## src/rtl/spi_master_ctrl_pkg.sv

```systemverilog
`default_nettype none
// ============================================================================
// Module   : spi_master_ctrl_pkg
// Brief    : Shared frame constants and state encoding for the SPI master
// Revision : 1.0 - initial release
// ============================================================================
package spi_master_ctrl_pkg;

  // 7 address bits, 1 R/W bit, 8 data bits
  localparam int FRAME_BITS = 16;

  localparam logic RW_READ  = 1'b1;
  localparam logic RW_WRITE = 1'b0;

  typedef enum logic [2:0] {
    ST_IDLE  = 3'd0,
    ST_SETUP = 3'd1,
    ST_SHIFT = 3'd2,
    ST_HOLD  = 3'd3,
    ST_GAP   = 3'd4
  } state_e;

endpackage
`default_nettype wire

```

## src/rtl/spi_clk_div.sv

```systemverilog
`default_nettype none
// ============================================================================
// Module   : spi_clk_div
// Brief    : Half-period tick generator; counts 0..CLK_DIV-1, ticks on the
//            terminal count, restartable so a frame starts phase-aligned
// Revision : 1.0 - initial release
// ============================================================================
module spi_clk_div #(
  parameter int CLK_DIV = 4
) (
  input  logic clk,
  input  logic reset,
  input  logic clear,
  output logic tick
);

  localparam int CNT_W = $clog2(CLK_DIV);

  logic [CNT_W-1:0] cnt_q, cnt_d;

  assign tick = (cnt_q == CNT_W'(CLK_DIV - 1));

  // Next count: clear has priority so the first half-period after accept is full length
  always_comb begin
    cnt_d = cnt_q + CNT_W'(1);
    if (clear || tick) begin
      cnt_d = '0;
    end
  end

  // Counter register
  always_ff @(posedge clk) begin
    if (reset) begin
      cnt_q <= '0;
    end else begin
      cnt_q <= cnt_d;
    end
  end

endmodule
`default_nettype wire

```

## src/rtl/spi_master_ctrl.sv

```systemverilog
`default_nettype none
// ============================================================================
// Module   : spi_master_ctrl
// Brief    : Host-side SPI master running one 16-bit read/write frame per
//            accepted request (addr, R/W, data; MSB first)
// Revision : 1.0 - initial release
// ============================================================================
module spi_master_ctrl
  import spi_master_ctrl_pkg::*;
#(
  parameter int CLK_DIV = 4,
  parameter int CS_GAP  = 2,
  parameter int ADDR_W  = 7,
  parameter int DATA_W  = 8
) (
  input  logic              clk,
  input  logic              reset,
  input  logic              req,
  output logic              ready,
  input  logic              rw,
  input  logic [ADDR_W-1:0] addr,
  input  logic [DATA_W-1:0] wdata,
  output logic [DATA_W-1:0] rdata,
  output logic              done,
  output logic              busy,
  output logic              cs,
  output logic              sclk,
  output logic              mosi,
  input  logic              miso
);

  localparam int FRAME_W        = FRAME_BITS;
  localparam int BIT_W          = $clog2(FRAME_W);
  localparam int GAP_W          = $clog2(CS_GAP + 1);
  localparam int FIRST_DATA_BIT = ADDR_W + 1;

  state_e             state_q, state_d;
  logic [FRAME_W-1:0] shreg_q, shreg_d;
  logic [DATA_W-1:0]  rx_q, rx_d;
  logic [DATA_W-1:0]  rdata_q, rdata_d;
  logic               rw_q, rw_d;
  logic               sclk_q, sclk_d;
  logic               mosi_q, mosi_d;
  logic               done_q, done_d;
  logic [BIT_W-1:0]   bit_q, bit_d;
  logic [GAP_W-1:0]   gap_q, gap_d;
  logic               tick;
  logic               accept;

  assign ready  = (state_q == ST_IDLE) && !reset;
  assign accept = req && ready;
  assign busy   = (state_q != ST_IDLE);
  assign cs     = !((state_q == ST_SETUP) || (state_q == ST_SHIFT) || (state_q == ST_HOLD));
  assign sclk   = sclk_q;
  assign mosi   = mosi_q;
  assign done   = done_q;
  assign rdata  = rdata_q;

  spi_clk_div #(
    .CLK_DIV (CLK_DIV)
  ) u_clk_div (
    .clk   (clk),
    .reset (reset),
    .clear (accept),
    .tick  (tick)
  );

  // Frame sequencer: state transitions, sclk/mosi generation and miso capture
  always_comb begin
    state_d = state_q;
    shreg_d = shreg_q;
    rx_d    = rx_q;
    rdata_d = rdata_q;
    rw_d    = rw_q;
    sclk_d  = sclk_q;
    mosi_d  = mosi_q;
    done_d  = 1'b0;
    bit_d   = bit_q;
    gap_d   = gap_q;

    unique case (state_q)
      ST_IDLE: begin
        if (accept) begin
          // Read frames carry zeros in the data slot
          shreg_d = {addr, rw, (rw == RW_WRITE) ? wdata : {DATA_W{1'b0}}};
          rw_d    = rw;
          mosi_d  = shreg_d[FRAME_W-1];
          sclk_d  = 1'b0;
          bit_d   = '0;
          gap_d   = '0;
          state_d = ST_SETUP;
        end
      end

      ST_SETUP: begin
        if (tick) begin
          sclk_d  = 1'b1;
          state_d = ST_SHIFT;
        end
      end

      ST_SHIFT: begin
        if (tick) begin
          if (sclk_q) begin
            // Falling edge: present the next bit and capture the data-phase miso
            sclk_d  = 1'b0;
            shreg_d = {shreg_q[FRAME_W-2:0], 1'b0};
            mosi_d  = shreg_q[FRAME_W-2];
            if ((rw_q == RW_READ) && (bit_q >= BIT_W'(FIRST_DATA_BIT))) begin
              rx_d = {rx_q[DATA_W-2:0], miso};
            end
            if (bit_q == BIT_W'(FRAME_W - 1)) begin
              mosi_d  = 1'b0;
              state_d = ST_HOLD;
            end else begin
              bit_d = bit_q + BIT_W'(1);
            end
          end else begin
            sclk_d = 1'b1;
          end
        end
      end

      ST_HOLD: begin
        if (tick) begin
          done_d  = 1'b1;
          gap_d   = '0;
          state_d = ST_GAP;
          if (rw_q == RW_READ) begin
            rdata_d = rx_q;
          end
        end
      end

      ST_GAP: begin
        if (tick) begin
          if (gap_q == GAP_W'(CS_GAP - 1)) begin
            state_d = ST_IDLE;
          end else begin
            gap_d = gap_q + GAP_W'(1);
          end
        end
      end

      default: begin
        state_d = ST_IDLE;
      end
    endcase
  end

  // State and datapath registers; reset returns to an idle, deselected bus
  always_ff @(posedge clk) begin
    if (reset) begin
      state_q <= ST_IDLE;
      shreg_q <= '0;
      rx_q    <= '0;
      rdata_q <= '0;
      rw_q    <= 1'b0;
      sclk_q  <= 1'b0;
      mosi_q  <= 1'b0;
      done_q  <= 1'b0;
      bit_q   <= '0;
      gap_q   <= '0;
    end else begin
      state_q <= state_d;
      shreg_q <= shreg_d;
      rx_q    <= rx_d;
      rdata_q <= rdata_d;
      rw_q    <= rw_d;
      sclk_q  <= sclk_d;
      mosi_q  <= mosi_d;
      done_q  <= done_d;
      bit_q   <= bit_d;
      gap_q   <= gap_d;
    end
  end

endmodule
`default_nettype wire

```

## config.mk

```make
export PLATFORM = sky130hd
export DESIGN_NAME = spi_master_ctrl
export DESIGN_NICKNAME = d
export VERILOG_FILES = /design/src/rtl/spi_master_ctrl_pkg.sv /design/src/rtl/spi_clk_div.sv /design/src/rtl/spi_master_ctrl.sv
export SDC_FILE = /design/constraint.sdc
export NUM_CORES = 1
export LEC_CHECK = 0
export CAP_MARGIN = 20
export CORE_ASPECT_RATIO = 1.2
export CORE_MARGIN = 10
export CORE_UTILIZATION = 43
export CTS_BUF_LIST = sky130_fd_sc_hd__clkbuf_16
export CTS_CLUSTER_SIZE = 25
export DETAILED_ROUTE_END_ITERATION = 7
export DONT_BUFFER_PORTS = 1
export SYNTH_ARGS = -nofsm -noshare
export SYNTH_HDL_FRONTEND = slang
export SYNTH_SLANG_ARGS = --single-unit
```

## constraint.sdc

```tcl
create_clock -name clk -period 2.1 [get_ports clk]
set_clock_uncertainty 0.1 [all_clocks]
set_input_delay 0.42 -clock clk [delete_from_list [all_inputs] [get_ports clk]]
set_output_delay 0.42 -clock clk [all_outputs]
set_load 0.02 [all_outputs]
```

# Yosys cells after proc, flatten, opt, wreduce, memory -nomap -nowiden
# Cells that the tools add are included.
# W data, S select, Z words.
[word_totals]
output_inout_bits = 14
ff_bits = 46
wordCells = 91
input_bits = 20
[op_classes]
n_eq_ne = 17
n_bitwise = 1
n_lt_le_gt_ge = 1
reduce_logical = 23
mux = 35
addsub = 3
[op_table]
columns = ["operator", "count"]
rows = [
  ["$mux W15", 3],
  ["$pmux W15 S2", 1],
  ["$mux W3", 8],
  ["$mux W4", 4],
  ["$pmux W3 S5", 1],
  ["$ne A2 B1 Y1 const B", 6],
  ["$reduce_and A4 Y1", 3],
  ["$reduce_and A5 Y1", 2],
  ["$mux W1", 9],
  ["$reduce_bool A3 Y1", 3],
  ["$mux W2", 4],
  ["$mux W8", 1],
  ["$ne A2 B2 Y1 const B", 4],
  ["$pmux W4 S2", 1],
  ["$reduce_and A8 Y1", 1],
  ["$eq A3 B2 Y1 const B", 2],
  ["$pmux W2 S3", 1],
  ["$add A2 B1 Y2 const B", 2],
  ["$add A4 B1 Y4 const B", 1],
  ["$eq A4 B4 Y1 const B", 1],
  ["$ge A4 B4 Y1 const B", 1],
  ["$reduce_or A2 Y1", 2],
  ["$eq A3 B1 Y1 const B", 1],
  ["$eq A3 B3 Y1 const B", 1],
  ["12 further kinds", 17],
]

# Depth between registers and ports, before layout
# Gate-level depths: netlist (run 1).
[depth]
word_depth = 5
ltp_mapped = 6
mapped_depth_nobuf = 6

# Hierarchy
# Synthesis (run 1) repeated with hierarchy kept, for this count alone.
[unflattened]
cells_unflattened = 219
hier_area_um2 = 2103.3
[modules_own_cells]
columns = ["mod", "seq_area_each_um2", "area_per_inst_um2", "n_inst", "cells_each"]
rows = [
  ["spi_master_ctrl", 880.8, 2023.2, 1, 214],
  ["spi_clk_div", 40.0, 80.1, 1, 5],
]

# Worst setup path after synthesis (run 1)
# No wires, ideal clock.
[synth_timing]
path_type = "reg2reg"
start = "register u_clk_div.cnt_q[0]"
end = "register rx_q[0]"
arrival_ns = 1.582
setup_time_ns = 0.128
synth_period_minus_slack_ns = 1.809
setup_slack_ns = 0.291
n_path_buf = 1
t_required_ns = 1.872
path_stages_with_launch = 7
cell_sequence = "dfxtp_1 -> ha_1 -> clkbuf_1 -> nand2_1 -> nor3_4 -> mux2i_1 -> nor2_1"
[synth_between]
elab_chain_cells = 2
[synth_rtl]
columns = ["element", "line", "text"]
rows = [
  ["start, declared", "spi_clk_div.sv:19", "logic [CNT_W-1:0] cnt_q, cnt_d;"],
  ["start signal, assigned", "spi_clk_div.sv:36", "cnt_q <= cnt_d;"],
  ["$eq A2 B2 Y1", "spi_clk_div.sv:21", "assign tick = (cnt_q == CNT_W'(CLK_DIV - 1));"],
  ["net tick", "spi_master_ctrl.sv:47", "logic tick;"],
  ["$reduce_and A4 Y1 (no source line)", "-", ""],
  ["end signal, assigned", "spi_master_ctrl.sv:167", "rx_q <= rx_d;"],
  ["end, declared", "spi_master_ctrl.sv:39", "logic [DATA_W-1:0] rx_q, rx_d;"],
]
# The timed path passes the listed nets, and every way through them passes these cells.
# A chain may end at the register's enable or synchronous reset.

# Final worst setup path (run 1)
[layout_timing]
start = "register state_q[1]"
end = "output port ready"
[layout_between]
elab_chain_cells = 2
[layout_rtl]
columns = ["element", "line", "text"]
rows = [
  ["start, declared", "spi_master_ctrl.sv:37", "state_e state_q, state_d;"],
  ["start signal, assigned", "spi_master_ctrl.sv:165", "state_q <= state_d;"],
  ["$logic_not A3 Y1", "spi_master_ctrl.sv:50", "assign ready = (state_q == ST_IDLE) && !reset;"],
  ["$logic_and A1 B1 Y1", "spi_master_ctrl.sv:50", ""],
  ["end, declared", "spi_master_ctrl.sv:19", "output logic ready,"],
]
# Every way passes these cells.

==> results of run 1 <==
[per-stage QoR]
step           hold slack [ns]  utilization  setup WS, ns  total power [mW]  instance area (µm²)
2_1_floorplan           0.3080            -        0.2906             1.074                 2125
3_3_place_gp            0.3170       0.4727        0.2476             1.090                 2220
3_5_place_dp            0.3191       0.4727        0.1934             1.092                 2220
4_1_cts                0.09667       0.5039       0.07357             1.868                 2366
5_1_grt                0.09160       0.5039       0.01045             1.921                 2366
6_report                0.1053       0.5039       0.08134             1.842                 2366
[worst register-to-register path, cell delays in order (launching register included)]
cell     delay, ns
dfxtp_1       0.48
or3b_1        0.55
nor3_4        0.21
buf_4         0.21
mux2i_1       0.21
nor2_1        0.05
[power breakdown]
group | leakage [nW] | switching (mW) | internal (mW)
clock network | 0.0698 | 0.331 | 0.440
registers | 0.374 | 0.0224 | 0.904
logic | 0.471 | 0.0745 | 0.0691
total | 0.915 | 0.428 | 1.41
[synthesized netlist by cell type (all sizes together)]
master	count
a21boi	2
nand3	10
or2	4
o22ai	1
nor4b	2
or4b	1
nand4b	1
nand2	22
clkbuf	8
nand2b	3
o22a	1
nor3	2
a22oi	1
and3	2
or3	3
nor2	38
o211ai	1
mux2i	19
inv	3
a311oi	7
buf	10
a21oi	13
nor3b	8
o21a	1
o21ai	2
a21o	1
nor4	1
a211oi	10
a211o	1
xor2	2
dfxtp	46
ha	4
nor2b	1
or3b	4
[routing by layer]
| metal | global-route usage | up-vias |
|---|---|---|
| met5 | 0 | - |
| met4 | 0.04621 | 0 |
| met1 | 0.1211 | 698 |
| li1 | - | 828 |
| met2 | 0.1733 | 29 |
| met3 | 0.04941 | 4 |
[logic make-up after synthesis]
logic type	count (synthesis)	synth area share
simple gates	102	0.2427
flops	46	0.4334
compound gates	41	0.1549
buf+inv	21	0.04770
mux	19	0.08952
fa+ha+maj	4	0.02356
xor+xnor	2	0.008247
[final timing paths]
check,end,depth (start not counted)
max,ready,3
min,shreg_q[14],1
max reg2reg,rx_q[3],5
min reg2reg,u_clk_div.cnt_q[0],1
[flip-flops by register name, indices dropped and copies added (netlist names), 2 cells and up]
signal / flops
rx_q: 8
state_q: 3
rdata: 8
gap_q: 2
shreg_q: 15
u_clk_div.cnt_q: 2
bit_q: 4
[layout make-up]
class,instances,area (µm²)
Clock inverter,3,21.27
Timing Repair Buffer,11,107.6
Tap cell,58,72.57
Inverter,3,11.26
Multi-Input combinational cell,168,1107
Sequential cell,46,920.9
Clock buffer,5,125.1
Fill cell,456,2330
==> results.tsv, run 1 <==
metric	value	unit
status	complete, no violations	
die area	0.008164	mm²
synthesis-to-layout area growth	11.37	%
Fmax achieved	0.4954	GHz
port buffer count	0	
post-synth design cell area	0.002125	mm²
type of origin of the critical path	register	
FP Rows	27	
wire length on met3	311	µm
DIE WIDTH	84.17	µm
unique cell type count in the Yosys netlist	41	
hold buffer count at CTS	0	
WP buf/inv	1	
GRT Total Usage	0.1087	
commonest cells after routing, fill and taps aside	dfxtp_1 (46), nor2_1 (38), nand2_1 (22)	
Mapped Nets	259	
most common cell after layout, fill and taps aside	dfxtp_1	
initial antenna violation count	0	
post-synthesis sequential area ratio	0.4335	
worst setup path start	state_q[1]	
RR Startpoint	state_q[1]	
CTS H-tree depth	2	
Post-Layout Cell Count	294	
Num CTS Buffers	5	
Core Area	0.004696	mm²
clock root buffer	clkbuf_16	
number of top-level pins	34	
Critical Setup Path Class	register to output port	
Max Used Layer	met4	
final-report hold violation count	0	
CTS Buffer Depth	2	
Worst VDD drop	0.4321	mV
Cells after DPL	286	
CP peak stage delay	0.53	ns
drt first pass iters	4	
CTS tree	yes	
number of global-route vias before repair	1572	
initial core utilization	0.4524	
Pleak	0.9150	nW
CP Data Arrival Time	1.50	ns
clk slew on worst S/H paths	0.06	ns
Worst-Margin Slew	0.3532	ns
Worst-Skew Late Latency	0.28	ns
Max Cap Violations	0	
share of cells above drive strength 1	0.1483	
ANT cells	0	
worst path required time	1.58	ns
chip height	97	µm
Final Max Tran Viols	0	
final setup fails	0	
RSZ-0062 raised after global routing	no	
met2 wire len	2080	µm
endpoint class of the critical path	output port	
cells along the critical path	or3_1 > nor2_1 > buf_4	
largest net degree at the start of global routing	50	
post-route ant nets	0	
HP Class	input port to register	
GP Congestion	0.7052	
reg2reg setup slack	0.18	ns
Gates resized, CTS repair	0	
Max FO, Critical Path	10	
CP max-delay cell	or3_1	
Syn Inst Count	235	
post-synth top area share	0.4335	
DR vias/cell	5.303	
final net count	259	
WL/cell	14.84	µm
syn avg cell area	9.041	µm²
TNS Setup	0	ns
# clock sinks	46	
final period utilization	0.9613	
Slew headroom	0.7646	
hold path startpoint	reset	
first-pass GRT wire length	7424	µm
power per cell area	778.4	mW/mm²
vias	1559	
cell type with the largest total area after synthesis	dfxtp_1	
Yosys warning count	0	
Routed met1 length	1901	µm
min Tclk post-route	2.019	ns
total setup buffers inserted after CTS	0	
DRC Markers	0	
Routed WL	4364	µm
Synth area leaders	dfxtp_1 (43%), mux2i_1 (9.0%), nor2_1 (6.7%)	
Final HPWL DP	3041	µm
#FFs+latches synth	46	
GRT overflow	0	
Top Family by Delay on Critical Path	simple AND/OR/NAND/NOR gates	
Iter 0 DRT Violations	60	
Power figures use the tool's default switching activity.
==> run 2, diff against run 1 <==
--- a/config.mk
+++ b/config.mk
@@ -8,11 +8,12 @@
 export CAP_MARGIN = 20
 export CORE_ASPECT_RATIO = 1.2
 export CORE_MARGIN = 10
-export CORE_UTILIZATION = 43
+export CORE_UTILIZATION = 59
 export CTS_BUF_LIST = sky130_fd_sc_hd__clkbuf_16
 export CTS_CLUSTER_SIZE = 25
 export DETAILED_ROUTE_END_ITERATION = 7
 export DONT_BUFFER_PORTS = 1
+export PLACE_DENSITY = 0.75
 export SYNTH_ARGS = -nofsm -noshare
 export SYNTH_HDL_FRONTEND = slang
 export SYNTH_SLANG_ARGS = --single-unit
==> run 2 against run 1 <==
Worst hold slack got worse by 0.0039 ns. Final area fell by 1.1%. Largest cell class unchanged. Sequential share of layout area rose by 0.49 points. Setup slack improved by 0.074 ns. Die area fell by 21%. Count of clock-buffer cells in the layout did not move.
==> results.tsv, run 2 (synthesized netlist as in run 1, its figures left out) <==
metric	value	unit	change
RSZ-0062 raised after global routing	no		
number of global-route vias before repair	1690		+7.5%
Final Max Tran Viols	0		unchanged
Max Cap Violations	0		unchanged
commonest cells after routing, fill and taps aside	dfxtp_1 (45), nor2_1 (38), nand2_1 (22)		
DR vias/cell	6.139		+16%
worst-case hold path end point	shreg_q[14]		
Fmax achieved	0.5143	GHz	+3.8%
CP Data Arrival Time	1.42	ns	-0.08 ns
GRT Total Usage	0.1507		+0.04201
first-pass GRT wire length	7707	µm	+3.8%
post-route ant nets	0		unchanged
Num CTS Buffers	5		unchanged
Routed WL	4601	µm	+5.4%
CP peak stage delay	0.48	ns	-0.05 ns
CP max-delay cell	or3_1		
TNS Setup	0	ns	unchanged
status	complete, no violations		
Gates resized, CTS repair	0		unchanged
worst path required time	1.58	ns	about the same
number of flip-flops in the largest register	15		unchanged
DP Area	0.002188	mm²	-1.4%
reg2reg end	rdata[3]		
# clock sinks	46		unchanged
Register-to-Register Path Depth	5		unchanged
synthesis-to-layout area growth	10.13	%	
Worst-Margin Slew	0.3672	ns	+0.01403 ns
share of cells above drive strength 1	0.1561		+0.007813
Worst VDD drop	0.6075	mV	+41%
cells along the critical path	or3_1 > nor2_1 > buf_4		
clk slew on worst S/H paths	0.06	ns	about the same
CTS H-tree depth	2		unchanged
type of origin of the critical path	register		
Design Area, Final	0.002340	mm²	-1.1%
ANT cells	0		unchanged
WP buf/inv	1		unchanged
WL/cell	16.79	µm	+13%
number of top-level pins	34		unchanged
Final HPWL DP	3230	µm	+6.2%
Cells after DPL	266		-7.0%
Critical Setup Path Class	register to output port		
final setup fails	0		unchanged
Worst-Skew Late Latency	0.29	ns	about the same
port buffer count	0		unchanged
reg2reg setup slack	0.23	ns	+0.05 ns
DRC Markers	0		unchanged
Max FO, Critical Path	10		unchanged
total setup buffers inserted after CTS	0		unchanged
Post-Layout Cell Count	274		-6.8%
final net count	260		+0.39%
min Tclk post-route	1.945	ns	-0.07413 ns
initial antenna violation count	0		unchanged
Slew headroom	0.7552		-0.009352
hold buffer count at CTS	0		unchanged
GP Congestion	0.8427		+19%
drt first pass iters	4		unchanged
Pleak	0.9186	nW	+0.39%
initial core utilization	0.6256		+0.1732
Iter 0 DRT Violations	115		+92%
Top Family by Delay on Critical Path	simple AND/OR/NAND/NOR gates		
HP Class	input port to register		
chip height	85.74	µm	-12%
FP Rows	23		-15%
CTS tree	yes		
final period utilization	0.9260		-0.03530
endpoint class of the critical path	output port		
GRT overflow	0		unchanged
power per cell area	798.1	mW/mm²	+2.5%
DIE WIDTH	74.78	µm	-11%
CTS Buffer Depth	2		unchanged
die area	0.006411	mm²	-21%
worst hold path depth	1		unchanged
final-report hold violation count	0		unchanged
vias	1682		+7.9%
largest net degree at the start of global routing	50		unchanged
RR Startpoint	u_clk_div.cnt_q[0]		
most flop-heavy register	shreg_q		
clock root buffer	clkbuf_16		
most common cell after layout, fill and taps aside	dfxtp_1		
Core Area	0.003396	mm²	-28%
hold path startpoint	reset		
-- run 2: cell count changes in the layout (fill, tap and decap cells not counted) --
cell / before / now
buf_4: 9 / 11
buf_12: 2 / 1
clkinv_2: 1 / 0
dfxtp_1: 46 / 45
dfxtp_2: 0 / 1
inv_6: 0 / 1
-- run 2: worst max-delay path by stage --
stage / from / to / cells after the start
after floorplan: u_clk_div.cnt_q[0] / rx_q[0] / 6
after global placement: state_q[1] / rx_q[7] / 5
after detailed placement: state_q[1] / rx_q[1] / 5
after CTS: state_q[1] / ready / 3
after global routing: state_q[2] / ready / 3
final: state_q[2] / ready / 3
-- run 2: through the flow --
step,setup slack [ns],total power [mW],hold slack (ns),util
5_1_grt,0.08846,1.951,0.09140,0.6890
6_report,0.1555,1.867,0.1014,0.6890
4_1_cts,0.1316,1.881,0.08725,0.6887
3_3_place_gp,0.2465,1.088,0.3125,0.6444
2_1_floorplan,0.2906,1.074,0.3080,-
3_5_place_dp,0.1566,1.095,0.3504,0.6444
-- run 2: power breakdown --
group	total, mW	switching [mW]	internal [mW]
clock	0.791	0.344	0.447
combinational	0.149	0.0785	0.0710
sequential	0.927	0.0232	0.904
-- run 2: area by class of cell --
type                            count  area [µm²]
Multi-Input combinational cell    168        1107
Fill cell                         281        1056
Sequential cell                    46       922.1
Clock buffer                        5       125.1
Timing Repair Buffer               12       102.6
Tap cell                           37       46.29
Clock inverter                      3       25.02
Inverter                            3       11.26
-- run 2: per-layer routing --
layer / GRT usage / share of wire / vias up
met3: 0.05998 / 0.076 / 13
met5: 0 / 0 / -
met4: 0.07759 / 0.027 / 0
met2: 0.2443 / 0.49 / 52
met1: 0.1642 / 0.40 / 794
li1: - / - / 823
==> run 3, diff against run 2 <==
--- a/config.mk
+++ b/config.mk
@@ -7,7 +7,6 @@
 export LEC_CHECK = 0
 export CAP_MARGIN = 20
 export CORE_ASPECT_RATIO = 1.2
-export CORE_MARGIN = 10
 export CORE_UTILIZATION = 59
 export CTS_BUF_LIST = sky130_fd_sc_hd__clkbuf_16
 export CTS_CLUSTER_SIZE = 25
@@ -16,4 +15,5 @@
 export PLACE_DENSITY = 0.75
 export SYNTH_ARGS = -nofsm -noshare
 export SYNTH_HDL_FRONTEND = slang
+export SYNTH_HIERARCHICAL = 1
 export SYNTH_SLANG_ARGS = --single-unit
==> run 3 against run 2 <==
Utilization is 0.45 points lower. Sequential share of layout area is 0.54 points higher. Global-route usage rose by 6.6 points. Final area is 1.5% lower. Largest power group unchanged. Combinational power up 23%. Worst hold slack worse by 0.0018 ns. Count of clock-buffer cells in the layout stayed put. Clock power decreased by 6.1%. Routed wire length fell by 18%. Die area decreased by 41%. Total power is 0.50% lower.
==> results.tsv, run 3 <==
metric	value	unit	change
initial antenna violation count	0		unchanged
Fmax achieved	0.4958	GHz	-3.6%
Post-synth EDFFs	0		unchanged
Layout Utilization	0.6845		-0.004516
unique cell type count in the Yosys netlist	42		+2.4%
clk slew on worst S/H paths	0.06	ns	about the same
GRT Total Usage	0.2164		+0.06574
GRT overflow	0		unchanged
first-pass GRT wire length	6458	µm	-16%
Design Area, Final	0.002305	mm²	-1.5%
ANT cells	0		unchanged
worst setup path start	state_q[2]		
hold path startpoint	reset		
share of cells above drive strength 1	0.1622		+0.006044
chip height	67.41	µm	-21%
Num CTS Buffers	5		unchanged
most frequent CP cell	buf_4		
Slew headroom	0.7486		-0.006563
Worst-Margin Slew	0.3761	ns	+0.008950 ns
power per cell area	806.2	mW/mm²	+1.0%
RR Startpoint	u_clk_div/cnt_q[0]		
Worst VDD drop	0.6297	mV	+3.6%
# clock sinks	46		unchanged
Top Family by Delay on Critical Path	simple AND/OR/NAND/NOR gates		
DIE WIDTH	56.51	µm	-24%
synthesis-to-layout area growth	9.578	%	
post-route ant nets	0		unchanged
number of global-route vias before repair	1514		-10%
WP buf/inv	2		+1
worst path required time	1.58	ns	about the same
Max Cap Violations	0		unchanged
vias	1527		-9.2%
Routed WL	3762	µm	-18%
number of top-level pins	34		unchanged
Syn Inst Count	219		-6.8%
most common cell in the netlist	dfxtp_1		
GP Congestion	0.7525		-11%
HP Class	input port to register		
final-report hold violation count	0		unchanged
Main synth FF type	dfxtp_1		
Synth area leaders	dfxtp_1 (44%), mux2i_1 (12%), nor2_1 (7.9%)		
DRC Markers	0		unchanged
DR vias/cell	5.896		-4.0%
clock root buffer	clkbuf_16		
#FFs+latches synth	46		unchanged
port buffer count	0		unchanged
most common cell after layout, fill and taps aside	dfxtp_1		
Max FO, Critical Path	6		-4
CTS Buffer Depth	2		unchanged
CP Data Arrival Time	1.50	ns	+0.08 ns
status	complete, no violations		
post-synth top area share	0.4378		+0.004384
final setup fails	0		unchanged
final period utilization	0.9604		+0.03442
Iter 0 DRT Violations	67		-42%
type of origin of the critical path	register		
CTS H-tree depth	2		unchanged
DP Area	0.002158	mm²	-1.4%
Yosys warning count	6		+6
Critical Setup Path Class	register to output port		
Final HPWL DP	2622	µm	-19%
cell type with the largest total area after synthesis	dfxtp_1		
RSZ-0062 raised after global routing	no		
final net count	244		-6.2%
WL/cell	14.53	µm	-13%
post-synthesis sequential area ratio	0.4378		+0.004384
syn avg cell area	9.604	µm²	+6.2%
Cells after DPL	251		-5.6%
TNS Setup	0	ns	unchanged
most flop-heavy register	shreg_q		
min Tclk post-route	2.017	ns	+0.07228 ns
cells along the critical path	or3_4 > buf_4 > nor2_1 > buf_4		
Worst-Skew Late Latency	0.28	ns	about the same
post-synth design cell area	0.002103	mm²	-1.0%
die area	0.003809	mm²	-41%
FP Rows	23		unchanged
Final Max Tran Viols	0		unchanged
CP peak stage delay	0.44	ns	-0.04 ns
initial core utilization	0.6247		-0.0009701
Post-Layout Cell Count	259		-5.5%
Core Area	0.003367	mm²	-0.85%
ys async rst share	0		unchanged
commonest cells after routing, fill and taps aside	dfxtp_1 (46), nor2_1 (44), mux2i_1 (25)		
Post-synth top cells	dfxtp_1 (46), nor2_1 (44), mux2i_1 (25)		
largest net degree at the start of global routing	46		-8.0%
Pwr Total	1.858	mW	-0.50%
drt first pass iters	4		unchanged
CTS tree	yes		
Mapped Nets	242		-6.6%
CP max-delay cell	or3_4		
number of flip-flops in the largest register	15		unchanged
Pleak	0.8819	nW	-4.0%
endpoint class of the critical path	output port		
## run 3: path summary, 6_finish.rpt
path                            depth (start not counted)            endpoint  slack, ns
worst max-delay path                                    4               ready       0.08
worst min-delay path                                    1          shreg_q[6]        0.1
worst max register to register                          5            rdata[6]       0.11
worst min register to register                          1  u_clk_div/cnt_q[0]       0.34
## run 3: kinds of logic (layout without fill, tap and decap cells)
family	Yosys count	count (layout)	share of synthesized area
xor+xnor	4	4	0.01666
simple gates	86	86	0.2213
flops	46	46	0.4378
fa+ha+maj	3	3	0.01785
compound gates	36	36	0.1410
mux	25	25	0.1190
buf+inv	19	22	0.04639
## run 3: worst register-to-register path, stage by stage, from the launching register on
cell and delay, ns:
dfxtp_1 0.35, ha_1 0.39, and2_1 0.32, nand4_2 0.36
mux2i_1 0.30, nor2_1 0.07
## run 3: layer usage
metal / vias up / part of all wire / GRT usage
met5: - / 0 / 0
met4: 0 / 0.017 / 0.1006
met3: 9 / 0.045 / 0.05172
met2: 29 / 0.51 / 0.4000
met1: 710 / 0.43 / 0.2337
li1: 779 / - / -
## run 3: through the flow
stage	setup WS [ns]	hold WS (ns)
3_5_place_dp	0.1041	0.3358
2_1_floorplan	0.1888	0.3079
5_1_grt	0.002969	0.08885
4_1_cts	0.01875	0.09283
3_3_place_gp	0.3082	0.3121
6_report	0.08319	0.09961
## run 3: where the power goes
group          switching [mW]  internal (mW)  leakage, nW
Combinational          0.0984         0.0851        0.439
Clock                   0.309          0.434       0.0689
Sequential             0.0232          0.908        0.374
## run 3: repair_timing
item	4_1_cts	5_1_grt
gates resized for setup	0	1
buffers inserted	0	0
setup endpoints to repair	0	1
hold buffers	0	0
## run 3: area by class of cell
type | count | area, µm²
flip-flops and latches | 46 | 920.9
well taps | 37 | 46.29
fillers | 266 | 1062
repair buffers | 11 | 95.09
clock inverters | 3 | 16.27
clock buffers | 5 | 125.1
multi-input cells | 154 | 1090
inverters | 3 | 11.26
==> RTL change 1: new RTL, config.mk and constraints of run 2 <==
Change the parameter `CS_GAP` from 2 to 4.
--- a/src/rtl/spi_master_ctrl.sv
+++ b/src/rtl/spi_master_ctrl.sv
@@ -10,5 +10,5 @@
 #(
   parameter int CLK_DIV = 4,
-  parameter int CS_GAP  = 2,
+  parameter int CS_GAP  = 4,
   parameter int ADDR_W  = 7,
   parameter int DATA_W  = 8
Formal check against the unedited RTL: same outputs for any inputs over 10 cycles, from zero or initial values and one cycle with reset high; that may be too few to reach the edited logic, so the function may still have changed.
==> RTL change 1 against run 2 <==
Critical path depth did not move. Wire length fell by 0.39%. Power fell by 1.2%. Sequential power rose by 2.4%. Synthesized area did not move. Worst setup slack got worse by 0.0071 ns. First-iteration DRC count fell by 9.6%. Final area rose by 0.48%. Largest power group unchanged. Combinational power fell by 7%. Sequential cell count rose by 1.
==> RTL change 1: results (changes against run 2) <==
| Metric | Value |
|---|---|
| Run status | finished, final reports clean (unchanged) |
| Met1 wire length | 1.84 mm (was 1.86 mm) |
| CTS root buf | clkbuf_16 (unchanged) |
| WP data arrival | 1.43 ns |
| Slew headroom | 70.2% (was 75.5%) |
| Fraction of registers with async set/reset | 0% (unchanged) |
| Synth Area in Adders | 2.94% (was 2.36%) |
| Cell count after synthesis | 240 (was 235) |
| # diodes | 0 (unchanged) |
| Vias/cell | 6.15 (was 6.14) |
| Peak supply drop | 511 uV (was 608 uV) |
| Port bufs | 0 (unchanged) |
| P_leak | 0.926 nW (was 0.919 nW) |
| DRT Wirelength | 4.58 mm (was 4.60 mm) |
| Num CTS Buffers | 5 (unchanged) |
| Sw Share | 22.9% (was 23.9%) |
| GRT met2 Usage | 24.6% (was 24.4%) |
| Routed length on met2 | 2.28 mm (was 2.27 mm) |
| Drt pass-1 iters | 4 (unchanged) |
| Switching power | 0.000423 W (was 0.000446 W) |
| Met3 WL post-DR | 384 um (was 349 um) |
| Max reg flops | 15 (unchanged) |
| Post-synthesis cell type count | 39 (was 41) |
| Commonest cells in the netlist | dfxtp_1, nor2_1, nand2_1, mux2i_1, a21oi_1 (unchanged) |
| Hold Path Class | in2reg (unchanged) |
| GP Congestion | 0.828 (was 0.843) |
| Max FO, Critical Path | 11 (was 10) |
| Pin count of the biggest net entering global routing | 51 (was 50) |
| Ys Warns | 0 (unchanged) |
| Post_cts resized | 0 (unchanged) |
| Core Area | 3400 sq um (unchanged) |
| CP peak stage delay | 0.45 ns (was 0.48 ns) |
| Drt first-iter violations | 104 (was 115) |
| CP top delay family | simple AND/OR/NAND/NOR gates (unchanged) |
| Layout cell share with drive strength beyond 1 | 11.6% (was 15.6%) |
| Worst skew pair latency | 0.29 ns (about the same) |
| Total GRT Usage | 15.1% (about the same) |
| DP Wirelength | 3.18 mm (was 3.23 mm) |
| Antenna violations before repair | 0 (unchanged) |
| Comb power | 0.000138 W (was 0.000149 W) |
| Synth top area cells | dfxtp_1, mux2i_1, nor2_1 (unchanged) |
| First-pass GRT wire length | 7.74 mm (was 7.71 mm) |
| Nets | 265 (was 260) |
| Register area share after synthesis | 44.3% (was 43.3%) |
| Post-synthesis compound-gate area fraction | 14.4% (was 15.5%) |
| Slowest stage cell, crit path | or3_4 (was or3_1) |
| Non-filler cells, final | 278 (was 274) |
| Flop pwr share | 51.4% (was 49.6%) |
| Met1 Track Usage GR | 17.5% (was 16.4%) |
| Mux contribution to synthesized area | 8.95% (unchanged) |
| DP Area | 2200 sq um (was 2190 sq um) |
| GR Util met3 | 5.42% (was 6.00%) |
| Number of global-route vias before repair | 1668 (was 1690) |
| Clk buf depth | 2 (unchanged) |
| DP Worst Slack | 0.212 ns (was 0.157 ns) |
| Register with the most flip-flops | shreg_q (unchanged) |
==> RTL change 1: cell count changes after synthesis, moves of 2 or more <==
cell      before  now
a311oi_1       2    7
a311oi_2       5    0
a211oi_1       8   10
buf_1          2    0
buf_6          2    0
clkbuf_1       8   10
==> RTL change 1: layout make-up <==
cell class / instances / area (sq um)
Timing Repair Buffer: 11 / 95.1
Inverter: 3 / 11.3
Clock inverter: 3 / 16.3
Tap cell: 37 / 46.3
Sequential cell: 47 / 941
Multi-Input combinational cell: 172 / 1120
Fill cell: 272 / 1040
Clock buffer: 5 / 125
==> RTL change 1: worst paths after layout <==
path | from | to | slack (ns) | cells past startpoint
max | state_q[0] | ready | 0.15 | 3
min | reset | state_q[2] | 0.10 | 1
max reg2reg | state_q[1] | bit_q[0] | 0.17 | 5
min reg2reg | u_clk_div.cnt_q[0] | u_clk_div.cnt_q[0] | 0.33 | 1
==> RTL change 2: new RTL, settings of run 2 <==
Made on the original files. `shreg_q` no longer has a reset.
--- a/src/rtl/spi_master_ctrl.sv
+++ b/src/rtl/spi_master_ctrl.sv
@@ -153,5 +153,4 @@
     if (reset) begin
       state_q <= ST_IDLE;
-      shreg_q <= '0;
       rx_q    <= '0;
       rdata_q <= '0;
@@ -164,5 +163,4 @@
     end else begin
       state_q <= state_d;
-      shreg_q <= shreg_d;
       rx_q    <= rx_d;
       rdata_q <= rdata_d;
@@ -176,4 +174,8 @@
   end
 
+  always_ff @(posedge clk) begin
+    shreg_q <= shreg_d;
+  end
+
 endmodule
 `default_nettype wire
Behaviour: same outputs for any inputs over 10 cycles, from zero or initial values and one cycle with reset high; that may be too few to reach the edited logic, so the function may still have changed.
==> RTL change 2 against run 2 <==
Die area down 0.53%. Count of clock-buffer cells in the layout rose by 1. Sequential cell count stayed put. Synthesized area decreased by 0.71%. Power up 1.7%. Wire length shrank 1.7%. Final area down 0.80%. Utilization decreased by 0.55 points. Worst setup slack lost 0.029 ns. Largest power group unchanged.
==> RTL change 2: results (changes against run 2) <==
| Metric | Value |
|---|---|
| Nets | 257 (was 260) |
| Worst skew pair latency | 0.28 ns |
| Post_cts resized | 0 (unchanged) |
| Fraction of registers with async set/reset | 0% (unchanged) |
| Clock slew at reported path FFs | 0.06 ns (about the same) |
| Ys Warns | 0 (unchanged) |
| Via count | 1661 (was 1682) |
| Max reg flops | 15 (unchanged) |
| Pin count of the biggest net entering global routing | 36 (was 50) |
| Run status | finished, final reports clean (unchanged) |
| CTS root buf | clkbuf_16 (unchanged) |
| # diodes | 0 (unchanged) |
| Post-synth EDFFs | 15 (was 0) |
| GP Congestion | 0.841 (was 0.843) |
| Total GRT Usage | 14.4% (was 15.1%) |
| Routed len/inst | 16.7 um (was 16.8 um) |
| First-pass GRT wire length | 7.25 mm (was 7.71 mm) |
| Number of global-route vias before repair | 1578 (was 1690) |
| DP Wirelength | 3.25 mm (was 3.23 mm) |
| Slowest stage cell, crit path | or3_1 (unchanged) |
| Drt pass-1 iters | 4 (unchanged) |
| Drt first-iter violations | 151 (was 115) |
| Num CTS Buffers | 5 (unchanged) |
| Layout cell share with drive strength beyond 1 | 10.7% (was 15.6%) |
| Port bufs | 0 (unchanged) |
| Synth top area cells | dfxtp_1, edfxtp_1, nand2_1 (was dfxtp_1, mux2i_1, nor2_1) |
| CP peak stage delay | 0.43 ns (was 0.48 ns) |
| Commonest cells in the netlist | nand2_1, dfxtp_1, nor2_1, a21oi_1, edfxtp_1 (was dfxtp_1, nor2_1, nand2_1, mux2i_1, a21oi_1) |
| P_leak | 0.891 nW (was 0.919 nW) |
| Antenna violations before repair | 0 (unchanged) |
| Worst-Margin Slew | 0.455 ns (was 0.367 ns) |
| H-tree depth | 2 (unchanged) |
| Max FO, Critical Path | 13 (was 10) |
| WP data arrival | 1.45 ns (was 1.42 ns) |
| Clk buf depth | 2 (unchanged) |
| Post-synthesis cell type count | 43 (was 41) |
| # Post-CTS Setup Buffers | 0 (unchanged) |
| Peak supply drop | 740 uV (was 608 uV) |
| Register area share after synthesis | 50.8% (was 43.3%) |
| Hold Path Class | in2reg (unchanged) |
| Register with the most flip-flops | shreg_q (unchanged) |
==> RTL change 2: changes by cell type after synthesis, moves of 5 or more <==
cell / delta
a211oi_1: -7
nand3b_1: +7
dfxtp_1: -15
mux2i_1: -10
nand2_1: +30
a311oi_2: -5
nor3b_1: -6
edfxtp_1: +15
nor2_1: -19
==> RTL change 2: area by class of cell <==
cell class                      count  area [sq um]
Fill cell                         281          1070
Sequential cell                    46          1070
Multi-Input combinational cell    165           942
Clock buffer                        6           150
Timing Repair Buffer               11          82.6
Tap cell                           37          46.3
Inverter                            4          15.0
Clock inverter                      2          13.8
==> RTL change 2: path summary, 6_finish.rpt <==
| kind | start | endpoint | slack [ns] | cells after the start |
|---|---|---|---|---|
| worst min-delay path | reset | bit_q[0] | 0.1 | 1 |
| worst max register to register | u_clk_div.cnt_q[0] | bit_q[3] | 0.20 | 5 |
| worst min register to register | gap_q[1] | gap_q[1] | 0.35 | 2 |
| worst max-delay path | state_q[0] | ready | 0.13 | 2 |
==> RTL change 2: logic make-up after synthesis <==
group / after synthesis / synth area share [%]
flip-flops: 46 / 50.8
AND/OR/NAND/NOR: 116 / 27.0
adder cells (fa/ha/maj): 4 / 2.37
XOR/XNOR: 1 / 0.415
multiplexers: 9 / 4.27
AO/OA/AOI/OAI: 35 / 10.6
buffers and inverters: 20 / 4.57
==> RTL change 2: power breakdown <==
| part | leakage, nW | total, W | switching [W] | internal, W |
|---|---|---|---|---|
| Clock | 0.0824 | 0.000841 | 0.000326 | 0.000515 |
| Combinational | 0.417 | 0.0000974 | 0.0000577 | 0.0000398 |
| Sequential | 0.392 | 0.000961 | 0.0000169 | 0.000944 |
| Total | 0.891 | 0.00190 | 0.000401 | 0.00150 |
==> RTL change 2: metal layers <==
layer	vias to the layer above	wire [um]	track usage [%]
li1	810	-	-
met1	810	1770	15.5
met2	35	2410	25.0
met3	6	319	5.07
met4	0	32	5.00
met5	-	0	0
==> RTL change 2: stage by stage <==
stage | instances | worst slack (ns) | hold slack [ns] | area (sq um)
2_1_floorplan | 231 | 0.0445 | 0.308 | 2110
3_3_place_gp | 263 | 0.360 | 0.312 | 2160
3_5_place_dp | 263 | 0.250 | 0.343 | 2160
4_1_cts | 271 | 0.115 | 0.0932 | 2320
5_1_grt | 271 | 0.0656 | 0.0899 | 2320
6_report | 271 | 0.126 | 0.0982 | 2320
==> RTL change 2: worst max-delay path, delay by kind of cell (launching register included) <==
family / cells / cell delay, ns
AND/OR/NAND/NOR: 2 / 0.75
flip-flops: 1 / 0.42
